$ cat config.mk
export PLATFORM = sky130hd
export DESIGN_NAME = seg_capture_flat
export DESIGN_NICKNAME = d
export VERILOG_FILES = /design/src/rtl/seg_capture_if.sv /design/src/rtl/seg_capture.sv /design/src/flat_wrapper.sv
export SDC_FILE = /design/constraint.sdc
export NUM_CORES = 1
export LEC_CHECK = 0
export ABC_CLOCK_PERIOD_IN_PS = 2700
export CORE_ASPECT_RATIO = 2
export CORE_MARGIN = 2
export CORE_UTILIZATION = 55
export DETAILED_ROUTE_END_ITERATION = 8
export PLACE_DENSITY = 0.81
export SKIP_LAST_GASP = 1
export SLEW_MARGIN = 15
export SYNTH_ARGS = -nofsm -noshare
export SYNTH_HDL_FRONTEND = slang
export SYNTH_SLANG_ARGS = --single-unit
$ cat constraint.sdc
create_clock -name clk -period 2.7 [get_ports clk]
set_input_delay 0.405 -clock clk [delete_from_list [all_inputs] [get_ports clk]]
set_output_delay 0.405 -clock clk [all_outputs]
set_load 0.01 [all_outputs]
$ cat src/rtl/seg_capture_if.sv
//------------------------------------------------------------------------------
// Module   : seg_capture_if
// Purpose  : Bundles the multiplexed seven-segment display bus together with
//            the decoded results produced by the segment capture block.
// Ports    : seg          7-bit segment bus {g,f,e,d,c,b,a}, active-low
//            an           NUM_DIGITS digit enables, active-low
//            digit_out    4*NUM_DIGITS decoded hex values, digit k at [4k+3:4k]
//            digit_valid  per-digit "holds a decoded value" flags
//            update       one-hot single-cycle capture strobe
//            bad_pattern  single-cycle strobe, stable pattern not decodable
//            anode_err    single-cycle strobe, more than one anode low
//            master = display-driver side, slave = capture side
// Revision : 1.0 - initial release
//------------------------------------------------------------------------------
`default_nettype none

interface seg_capture_if #(
  parameter int NUM_DIGITS = 2
);
  logic [6:0]              seg;
  logic [NUM_DIGITS-1:0]   an;
  logic [4*NUM_DIGITS-1:0] digit_out;
  logic [NUM_DIGITS-1:0]   digit_valid;
  logic [NUM_DIGITS-1:0]   update;
  logic                    bad_pattern;
  logic                    anode_err;

  // Display driver (or a bench standing in for it): drives the bus,
  // observes the decoded results.
  modport master (
    output seg,
    output an,
    input  digit_out,
    input  digit_valid,
    input  update,
    input  bad_pattern,
    input  anode_err
  );

  // Capture block: samples the bus, reports decoded results.
  modport slave (
    input  seg,
    input  an,
    output digit_out,
    output digit_valid,
    output update,
    output bad_pattern,
    output anode_err
  );
endinterface

`default_nettype wire

$ cat src/rtl/seg_capture.sv
//------------------------------------------------------------------------------
// Module   : seg_capture
// Purpose  : Reader side of a multiplexed seven-segment display bus. Samples
//            the active-low segment lines and digit enables, waits for a
//            pattern to be stable, then decodes it back to a 4-bit hex value
//            exactly once per stable dwell on a digit.
// Ports    : clk    system clock
//            reset  asynchronous, active-high reset
//            bus    seg_capture_if.slave (seg/an in, decoded results out)
// Params   : NUM_DIGITS     number of multiplexed digits, 1..8
//            STABLE_CYCLES  synchronized samples a pattern must hold, >= 2
// Revision : 1.0 - initial release
//------------------------------------------------------------------------------
`default_nettype none

module seg_capture #(
  parameter int NUM_DIGITS    = 2,
  parameter int STABLE_CYCLES = 4
) (
  input  logic          clk,
  input  logic          reset,
  seg_capture_if.slave  bus
);

  //----------------------------------------------------------------------------
  // Constants
  //----------------------------------------------------------------------------
  localparam int c_cnt_w = $clog2(STABLE_CYCLES + 1);

  localparam logic [c_cnt_w-1:0] c_stable = c_cnt_w'(STABLE_CYCLES);
  localparam logic [c_cnt_w-1:0] c_one    = c_cnt_w'(1);

  localparam logic [6:0] c_seg_blank = 7'h7F;

  // Tracker states
  localparam logic [1:0] c_st_idle  = 2'd0;  // no single anode selected
  localparam logic [1:0] c_st_track = 2'd1;  // single anode, counting stability
  localparam logic [1:0] c_st_held  = 2'd2;  // current pattern already captured

  //----------------------------------------------------------------------------
  // Helper functions
  //----------------------------------------------------------------------------
  // Number of active-low anodes asserted.
  function automatic logic [3:0] f_low_cnt(input logic [NUM_DIGITS-1:0] a);
    logic [3:0] n;
    n = '0;
    for (int i = 0; i < NUM_DIGITS; i++) begin
      if (!a[i]) begin
        n = n + 4'd1;
      end
    end
    return n;
  endfunction

  // Segment code to hex value; bit 4 flags a table hit.
  function automatic logic [4:0] f_decode(input logic [6:0] s);
    logic [4:0] r;
    case (s)
      7'h40:   r = {1'b1, 4'h0};
      7'h79:   r = {1'b1, 4'h1};
      7'h24:   r = {1'b1, 4'h2};
      7'h30:   r = {1'b1, 4'h3};
      7'h19:   r = {1'b1, 4'h4};
      7'h12:   r = {1'b1, 4'h5};
      7'h02:   r = {1'b1, 4'h6};
      7'h78:   r = {1'b1, 4'h7};
      7'h00:   r = {1'b1, 4'h8};
      7'h10:   r = {1'b1, 4'h9};
      7'h08:   r = {1'b1, 4'hA};
      7'h03:   r = {1'b1, 4'hB};
      7'h46:   r = {1'b1, 4'hC};
      7'h21:   r = {1'b1, 4'hD};
      7'h06:   r = {1'b1, 4'hE};
      7'h0E:   r = {1'b1, 4'hF};
      default: r = 5'b0_0000;
    endcase
    return r;
  endfunction

  //----------------------------------------------------------------------------
  // Registers
  //----------------------------------------------------------------------------
  // Two-flop synchronizer. seg/an are a multi-bit bus synchronized bitwise;
  // any skew between bits only shows up as short-lived patterns, which the
  // stability counter rejects.
  logic [6:0]              r_seg_meta;
  logic [6:0]              r_s_seg;
  logic [NUM_DIGITS-1:0]   r_an_meta;
  logic [NUM_DIGITS-1:0]   r_s_an;

  // Previous synchronized sample, for change detection.
  logic [6:0]              r_prev_seg;
  logic [NUM_DIGITS-1:0]   r_prev_an;

  logic [1:0]              r_state;
  logic [c_cnt_w-1:0]      r_cnt;

  logic [4*NUM_DIGITS-1:0] r_digit_out;
  logic [NUM_DIGITS-1:0]   r_digit_valid;
  logic [NUM_DIGITS-1:0]   r_update;
  logic                    r_bad_pattern;
  logic                    r_anode_err;

  //----------------------------------------------------------------------------
  // Combinational decode of the current synchronized sample
  //----------------------------------------------------------------------------
  logic                    w_chg;
  logic [3:0]              w_low_now;
  logic [3:0]              w_low_prev;
  logic                    w_single;
  logic                    w_multi;
  logic                    w_multi_prev;
  logic                    w_capture;
  logic [4:0]              w_dec;
  logic                    w_hit;
  logic                    w_blank;

  always_comb begin
    w_chg        = ({r_s_seg, r_s_an} != {r_prev_seg, r_prev_an});
    w_low_now    = f_low_cnt(r_s_an);
    w_low_prev   = f_low_cnt(r_prev_an);
    w_single     = (w_low_now == 4'd1);
    w_multi      = (w_low_now > 4'd1);
    w_multi_prev = (w_low_prev > 4'd1);
    // Capture fires on the sample after the counter has reached the
    // threshold with no change; the state then moves to HELD so the same
    // pattern cannot be captured twice.
    w_capture    = (r_state == c_st_track) && !w_chg && (r_cnt == c_stable);
    w_dec        = f_decode(r_s_seg);
    w_hit        = w_dec[4];
    w_blank      = (r_s_seg == c_seg_blank);
  end

  //----------------------------------------------------------------------------
  // Sequential logic
  //----------------------------------------------------------------------------
  always_ff @(posedge clk or posedge reset) begin
    if (reset) begin
      // Sync and history regs reset to the idle bus so a quiet bus after
      // reset never looks like a change.
      r_seg_meta    <= c_seg_blank;
      r_s_seg       <= c_seg_blank;
      r_an_meta     <= '1;
      r_s_an        <= '1;
      r_prev_seg    <= c_seg_blank;
      r_prev_an     <= '1;
      r_state       <= c_st_idle;
      r_cnt         <= '0;
      r_digit_out   <= '0;
      r_digit_valid <= '0;
      r_update      <= '0;
      r_bad_pattern <= 1'b0;
      r_anode_err   <= 1'b0;
    end else begin
      r_seg_meta    <= bus.seg;
      r_s_seg       <= r_seg_meta;
      r_an_meta     <= bus.an;
      r_s_an        <= r_an_meta;
      r_prev_seg    <= r_s_seg;
      r_prev_an     <= r_s_an;

      // Strobes default low; they are single-cycle by construction.
      r_update      <= '0;
      r_bad_pattern <= 1'b0;
      r_anode_err   <= 1'b0;

      if (w_chg) begin
        // Any change restarts stability counting from the new sample.
        r_cnt   <= c_one;
        r_state <= w_single ? c_st_track : c_st_idle;
        // Report a multi-anode fault only on the transition into it, not
        // again for segment changes while the fault persists.
        if (w_multi && !w_multi_prev) begin
          r_anode_err <= 1'b1;
        end
      end else begin
        case (r_state)
          c_st_track: begin
            if (w_capture) begin
              r_state <= c_st_held;
            end else begin
              r_cnt <= r_cnt + c_one;
            end
          end
          default: begin
            // IDLE and HELD wait for the next change.
          end
        endcase
      end

      if (w_capture) begin
        if (!w_hit && !w_blank) begin
          r_bad_pattern <= 1'b1;
        end
        // Exactly one anode is low while tracking, so only that digit is
        // written; every other digit keeps its value.
        for (int k = 0; k < NUM_DIGITS; k++) begin
          if (!r_s_an[k]) begin
            if (w_hit) begin
              r_digit_out[4*k +: 4] <= w_dec[3:0];
              r_digit_valid[k]      <= 1'b1;
              r_update[k]           <= 1'b1;
            end else if (w_blank) begin
              r_digit_valid[k]      <= 1'b0;
              r_update[k]           <= 1'b1;
            end
          end
        end
      end
    end
  end

  //----------------------------------------------------------------------------
  // Outputs
  //----------------------------------------------------------------------------
  assign bus.digit_out   = r_digit_out;
  assign bus.digit_valid = r_digit_valid;
  assign bus.update      = r_update;
  assign bus.bad_pattern = r_bad_pattern;
  assign bus.anode_err   = r_anode_err;

endmodule

`default_nettype wire

$ cat src/flat_wrapper.sv
// flat-port wrapper written by rule: the top's interface ports become plain ports
module seg_capture_flat 
#(
  parameter int NUM_DIGITS    = 2,
  parameter int STABLE_CYCLES = 4
)
  (clk, reset, bus_seg, bus_an, bus_digit_out, bus_digit_valid, bus_update, bus_bad_pattern, bus_anode_err);
  seg_capture_if #(.NUM_DIGITS(NUM_DIGITS)) bus_i ();
  input  logic clk;
  input  logic reset;
  input wire logic [$bits(bus_i.seg)-1:0] bus_seg;
  input wire logic [$bits(bus_i.an)-1:0] bus_an;
  output wire logic [$bits(bus_i.digit_out)-1:0] bus_digit_out;
  output wire logic [$bits(bus_i.digit_valid)-1:0] bus_digit_valid;
  output wire logic [$bits(bus_i.update)-1:0] bus_update;
  output wire logic [$bits(bus_i.bad_pattern)-1:0] bus_bad_pattern;
  output wire logic [$bits(bus_i.anode_err)-1:0] bus_anode_err;
  assign bus_i.seg = bus_seg;
  assign bus_i.an = bus_an;
  assign bus_digit_out = bus_i.digit_out;
  assign bus_digit_valid = bus_i.digit_valid;
  assign bus_update = bus_i.update;
  assign bus_bad_pattern = bus_i.bad_pattern;
  assign bus_anode_err = bus_i.anode_err;
  seg_capture #(.NUM_DIGITS(NUM_DIGITS), .STABLE_CYCLES(STABLE_CYCLES)) u_core (.clk(clk), .reset(reset), .bus(bus_i));
endmodule
# Word level (Yosys, flattened, before mapping)
# Cells that the tools add are included.
op_classes:
  add_sub_neg: 3
  magnitude_cmp: 2
  eq_ne: 21
  mux: 23
  bitwise: 2
  reduce_logical: 18
ops:
  columns: ["op", "count"]
  rows:
  - ["one-hot mux 5 bit (16 select lines)", 1]
  - ["equality test 7 bit (second input constant)", 5]
  - ["equality test 7 x 5 -> 1 bit (second input constant)", 3]
  - ["equality test 7 x 6 -> 1 bit (second input constant)", 3]
  - ["equality test 7 x 2 -> 1 bit (second input constant)", 2]
  - ["equality test 7 x 4 -> 1 bit (second input constant)", 2]
  - ["two-way mux 1 bit", 13]
  - ["AND reduction 3 bit", 4]
  - ["two-way mux 3 bit", 3]
  - ["!= test 9 bit", 1]
  - ["greater-than comparator 4 x 1 -> 1 bit (second input constant)", 2]
  - ["two-way mux 2 bit", 4]
  - ["two-way mux 4 bit", 2]
  - ["equality test 7 x 3 -> 1 bit (second input constant)", 1]
  - ["zero test 7 bit", 1]
  - ["nonzero test 2 bit", 3]
  - ["adder 1 x 1 -> 2 bit (second input constant)", 2]
  - ["equality test 4 x 1 -> 1 bit (second input constant)", 1]
  - ["logical AND 1 bit", 4]
  - ["zero test 1 bit", 4]
  - ["AND reduction 2 bit", 2]
  - ["adder 3 x 1 -> 3 bit (second input constant)", 1]
  - ["equality test 3 bit (second input constant)", 1]
  - ["equality test 2 x 1 -> 1 bit (second input constant)", 1]
  - ["2 further kinds", 3]
word_totals:
  ff_bits: 46
  in_bits: 11
  out_inout_bits: 14
  word_cells: 84

# Longest topological paths before layout
# Gate-level depths: netlist (run 1).
logic_depth:
  ltp_word: 8
  depth_mapped: 8
  mapped_depth_nobuf: 7

# Worst setup path after synthesis (run 1)
# OpenSTA, ideal clock, no wires.
synth_timing:
  path_type: "reg-to-reg"
  from: "register u_core.r_s_seg[0]"
  to: "register u_core.r_digit_out[0], in the netlist u_core.bus.digit_out[0]"
  setup_ps: 125
  arrival_ps: 1993
  required_ps: 2575
  path_slack_ps: 583
  path_stages_with_launch: 7
  n_path_buf: 1
  synth_period_minus_slack_ps: 2117
  path_cell_list: "dfstp_2 -> buf_4 -> and3b_4 -> a32oi_2 -> o311ai_2 -> o311ai_2 -> mux2_2"
synth_between:
  elab_chain_cells: 5
  word_cells_on_any_way: 22
  classes_between: "eq/ne: 16; mux: 1; reduce/logical: 5"
synth_rtl:
  columns: ["element", "line_no", "text"]
  rows:
  - ["from (decl)", "seg_capture.sv:87", "logic [6:0] r_s_seg;"]
  - ["from (signal assigned)", "seg_capture.sv:142", "r_s_seg <= c_seg_blank;"]
  - ["from (signal assigned)", "seg_capture.sv:156", "r_s_seg <= r_seg_meta;"]
  - ["branches (longest 5 deep; another with one-hot mux 5 bit (16 select lines))", null, null]
  - ["to (signal, indexed assignment)", "seg_capture.sv:200", "r_digit_out[4*k +: 4] <= w_dec[3:0];"]
  - ["to (decl)", "seg_capture.sv:98", "logic [4*NUM_DIGITS-1:0] r_digit_out;"]
# Parallel ways; which one is timed is not known.
# A chain may end at the register's enable or synchronous reset.

# Worst setup path in the final report (run 1)
layout_timing:
  from: "register u_core.r_s_seg[4]"
  to: "register u_core.r_digit_out[4], in the netlist u_core.bus.digit_out[4]"
# Same word-level chain as after synthesis.

==> results of run 1 <==
-- metal layers --
| layer | track usage | part of all wire | routed length [µm] | vias up |
|---|---|---|---|---|
| li1 | - | - | - | 669 |
| met5 | 0 | 0 | 0 | - |
| met2 | 0.371 | 0.57 | 2380 | 56 |
| met1 | 0.248 | 0.36 | 1510 | 724 |
| met3 | 0.0453 | 0.041 | 174 | 14 |
| met4 | 0.124 | 0.035 | 148 | 0 |
-- final cells by class --
type                    count  area [µm²]  area share
flip-flops and latches     46        1180       0.482
inverters                   8        30.0      0.0122
multi-input cells         109         831       0.338
clock buffers               6        82.6      0.0336
well taps                  49        61.3      0.0249
repair buffers             26         255       0.104
clock inverters             2        12.5     0.00509
-- placed cells by master, fill, tap and decap left out, types with 2 or more instances in the layout --
cell type,count
a2111oi_1,2
a21oi_1,7
a32o_1,2
and3_1,2
and3b_1,2
buf_4,2
clkbuf_8,6
clkdlybuf4s50_1,24
dfrtp_1,19
dfstp_2,27
ha_1,3
inv_1,8
mux2_2,4
nand2_1,12
nand2b_1,2
nand3_1,7
nor2_1,5
nor2b_1,2
nor3_1,7
nor3b_1,4
o21ai_0,4
o22ai_1,2
o311ai_2,3
o41ai_1,2
or2_2,2
xnor2_1,3
xor2_1,10
-- cell families (layout without fill, tap and decap cells) --
kind of cell    count (synthesis)  count (layout)
simple gates                   55              55
flops                          46              46
compound gates                 34              34
buf+inv                        18              42
xor+xnor                       13              13
mux                             4               4
fa+ha+maj                       3               3
-- where the power goes --
part	switching, mW	internal [mW]	total (mW)
registers	0.0318	0.729	0.761
clock network	0.220	0.206	0.426
logic	0.0507	0.0451	0.0958
-- metrics by stage --
stage                     hold slack (ps)  utilization
after floorplan                       345            -
after global placement                346        0.648
after detailed placement              348        0.648
after CTS                             360        0.674
after global routing                  361        0.674
final                                 356        0.674
-- flip-flops by register name (all words and copies together) (netlist names) --
signal,count
u_core.bus.digit_out,8
u_core.r_prev_seg,7
u_core.r_s_seg,7
u_core.r_seg_meta,7
u_core.r_cnt,3
u_core.bus.digit_valid,2
u_core.bus.update,2
u_core.r_an_meta,2
u_core.r_prev_an,2
u_core.r_s_an,2
u_core.r_state,2
u_core.bus.anode_err,1
u_core.bus.bad_pattern,1
-- final timing paths --
kind	start	to	cells after the start
setup / recovery	u_core.r_s_seg[4]	u_core.bus.digit_out[4]	5
hold / removal	u_core.r_seg_meta[4]	u_core.r_s_seg[4]	0
setup reg to reg	u_core.r_s_seg[4]	u_core.bus.digit_out[4]	5
hold reg to reg	u_core.r_seg_meta[4]	u_core.r_s_seg[4]	0
max in group asynchronous	reset	u_core.r_prev_seg[4]	3
min in group asynchronous	reset	u_core.bus.digit_out[2]	3
==> flow_results.org, run 1 <==
** Status
- Run status :: finished, final reports clean

** Drt
- In the final routed layout, each cell accounts on average for 17.1 µm.
- Number of nets still failing antenna checks after routing :: 0
- Violation count after the first detailed-routing iteration :: 42
- For this run, the detailed router's first-pass iteration total came to 4.
- Drt total wl :: 4.21 mm
- In the routed design, unresolved DRC markers number 0.
- Summing over every cut layer, the via total after detailed routing is 1463.
- Using the TritonRoute via totals, the vias-per-cell ratio works out to 5.95.

** Setup path
- Data arrival time of the critical path :: 2540 ps
- Setup crit start kind :: register
- Worst Setup Path Type :: register to register
- The cell that appears most often on the critical path is o311ai_2.
- Worst-case register-to-register setup slack :: 340 ps
- On the critical path the largest part of the delay comes from compound AO/OA/AOI/OAI gates.
- The signal on the critical path passes through nor3_1, a32oi_2, o311ai_2, o311ai_2, mux2_2.
- Among all stages on the critical path, the largest delay is contributed by dfstp_2.
- Type of destination of the critical path :: register
- Highest net fanout along the worst path :: 15
- CP Buf/Inv Count :: 0
- On the worst path, the slowest cell contributes a delay of 720 ps.
- Data required time of the critical path :: 2880 ps

** Clock network
- The number of setup buffers added after CTS is 0.
- Clock slew seen by the registers of the worst setup and hold paths :: 80 ps
- Worst skew pair latency :: 300 ps
- In this run the deepest clock path goes through 2 buffers.
- Post-cts resize count :: 0
- TritonCTS built the clock tree.
- Number of H-tree levels :: 2
- The clock drives 46 sinks.
- In this run the clock root is driven by a clkbuf_8.
- Total clock buffers created by CTS :: 5
- Number of buffers added to fix hold violations after cts :: 0

** Yosys
- After synthesis the netlist holds a flip-flop and latch count of 46.
- Sequential cell area fraction in the yosys report :: 0.561
- XOR/XNOR Fraction of Synth Area :: 0.0539
- Yosys printed 0 warnings.
- Top cells by area, synth :: dfstp_2, dfrtp_1, xor2_1
- Post-synthesis compound-gate area fraction :: 0.145
- By area, the combinational part of the netlist is dominated by simple AND/OR/NAND/NOR gates.
- Count of flip-flops with a built-in enable after synthesis :: 0
- The biggest area contributor in the post-synthesis netlist is dfstp_2.
- The cell area that synthesis handed to floorplanning was 2110 µm².
- Of the post-synthesis cell area, the dominant cell type holds 0.336.
- When the netlist entered floorplanning its net count stood at 187.
- In the synthesized netlist the async set-or-reset flop fraction comes to 1.00.
- Counting distinct cell types in the post-synthesis netlist gives 50.
- Library cell with the highest instance count after synthesis :: dfstp_2
- Measured against the total synthesized area, the mux share comes to 0.0213.
- Top post-synthesis cells by count :: dfstp_2, dfrtp_1, nand2_1
- For this run, the leading register cell type out of synthesis is dfstp_2.
- Synthesis produced a netlist whose cell count is 173.
- Mean instance size in the synthesized netlist :: 12.2 µm²
- Of the total synthesized cell area, the portion taken by AND, OR, NAND and NOR gates is 0.155.
- Area share of fa/ha/maj cells after synthesis :: 0.0178

** Place
- Total half-perimeter wirelength after legalization and detailed placement :: 3.13 mm
- The congestion estimate from routability-driven global placement came to 0.853.
- Pre-CTS setup slack :: 363 ps
- Placed insts :: 238
- The placed instances occupy a cell area of 2360 µm².
- During placement, the flow inserted port buffers numbering 24.

** STA
- Worst rel slew slack :: 0.628
- Highest clock rate :: 0.425 GHz
- Largest clock skew in the final design :: 6.94 ps
- The number of endpoints with negative hold slack in the final report is 0.
- Actual transition at the worst max-transition pin :: 554 ps
- Post-layout worst setup margin :: 345 ps
- Fin. max-slew vios :: 0
- Unrepaired setup endpoints after global routing :: false
- After layout, the minimum clock period comes to 2360 ps.
- Dividing the final minimum period by the clock period gives 0.872.
- Setup-failing EPs final :: 0
- For the final routed database, the setup TNS stands at 0 ps.

** Power
- Summed over all cells, the static leakage comes to 1.02 nW.
- For this design the ratio of total power to cell area is 522 nW/µm².
- Worst IR Drop VDD :: 0.438 mV
- Overall power :: 1.28 mW

** Hold path
- Path type of the worst min-delay path :: register to register

** Global route
- Entering global routing, the biggest net connects 47 pins.
- The number of global-route vias before repair is 1480.
- Global routing finished with a remaining overflow of 0.
- The first global-routing pass estimated 7.00 mm of wire.
- All-layer global routing usage :: 0.224
- Initial antenna violation count :: 0

** Floorplanning
- Number of core rows :: 31
- Die area :: 4380 µm²
- The total area inside the core boundary comes to 3650 µm².
- Die height :: 91.6 µm
- Die extent in x :: 47.8 µm
- During I/O placement, the number of pins put on the boundary was 25.
- The initial utilization of the core area, before any placement, comes to 0.579.

** Layout
- Filler Cell Count :: 291
- The number of antenna diodes in the final layout is 0.
- Compared with the post-synthesis result, the final layout area differs by 16.4%.
- Number of standard cells in the final layout excluding fillers :: 246
- In the final design database the tool counted 210 nets.
- Of the cells placed in the final design, the portion with a size suffix greater than 1 is 0.264.
- The finished cells cover 2460 µm².

** Job
- Max cap viols :: 0
Power figures use the tool's default switching activity.
==> run 2: changes to the inputs <==
--- a/config.mk
+++ b/config.mk
@@ -12,7 +12,6 @@
 export DETAILED_ROUTE_END_ITERATION = 8
 export PLACE_DENSITY = 0.81
 export SKIP_LAST_GASP = 1
-export SLEW_MARGIN = 15
 export SYNTH_ARGS = -nofsm -noshare
 export SYNTH_HDL_FRONTEND = slang
 export SYNTH_SLANG_ARGS = --single-unit
==> results of run 2 <==
The final DEF is identical to that of run 1; final timing and power are the same.
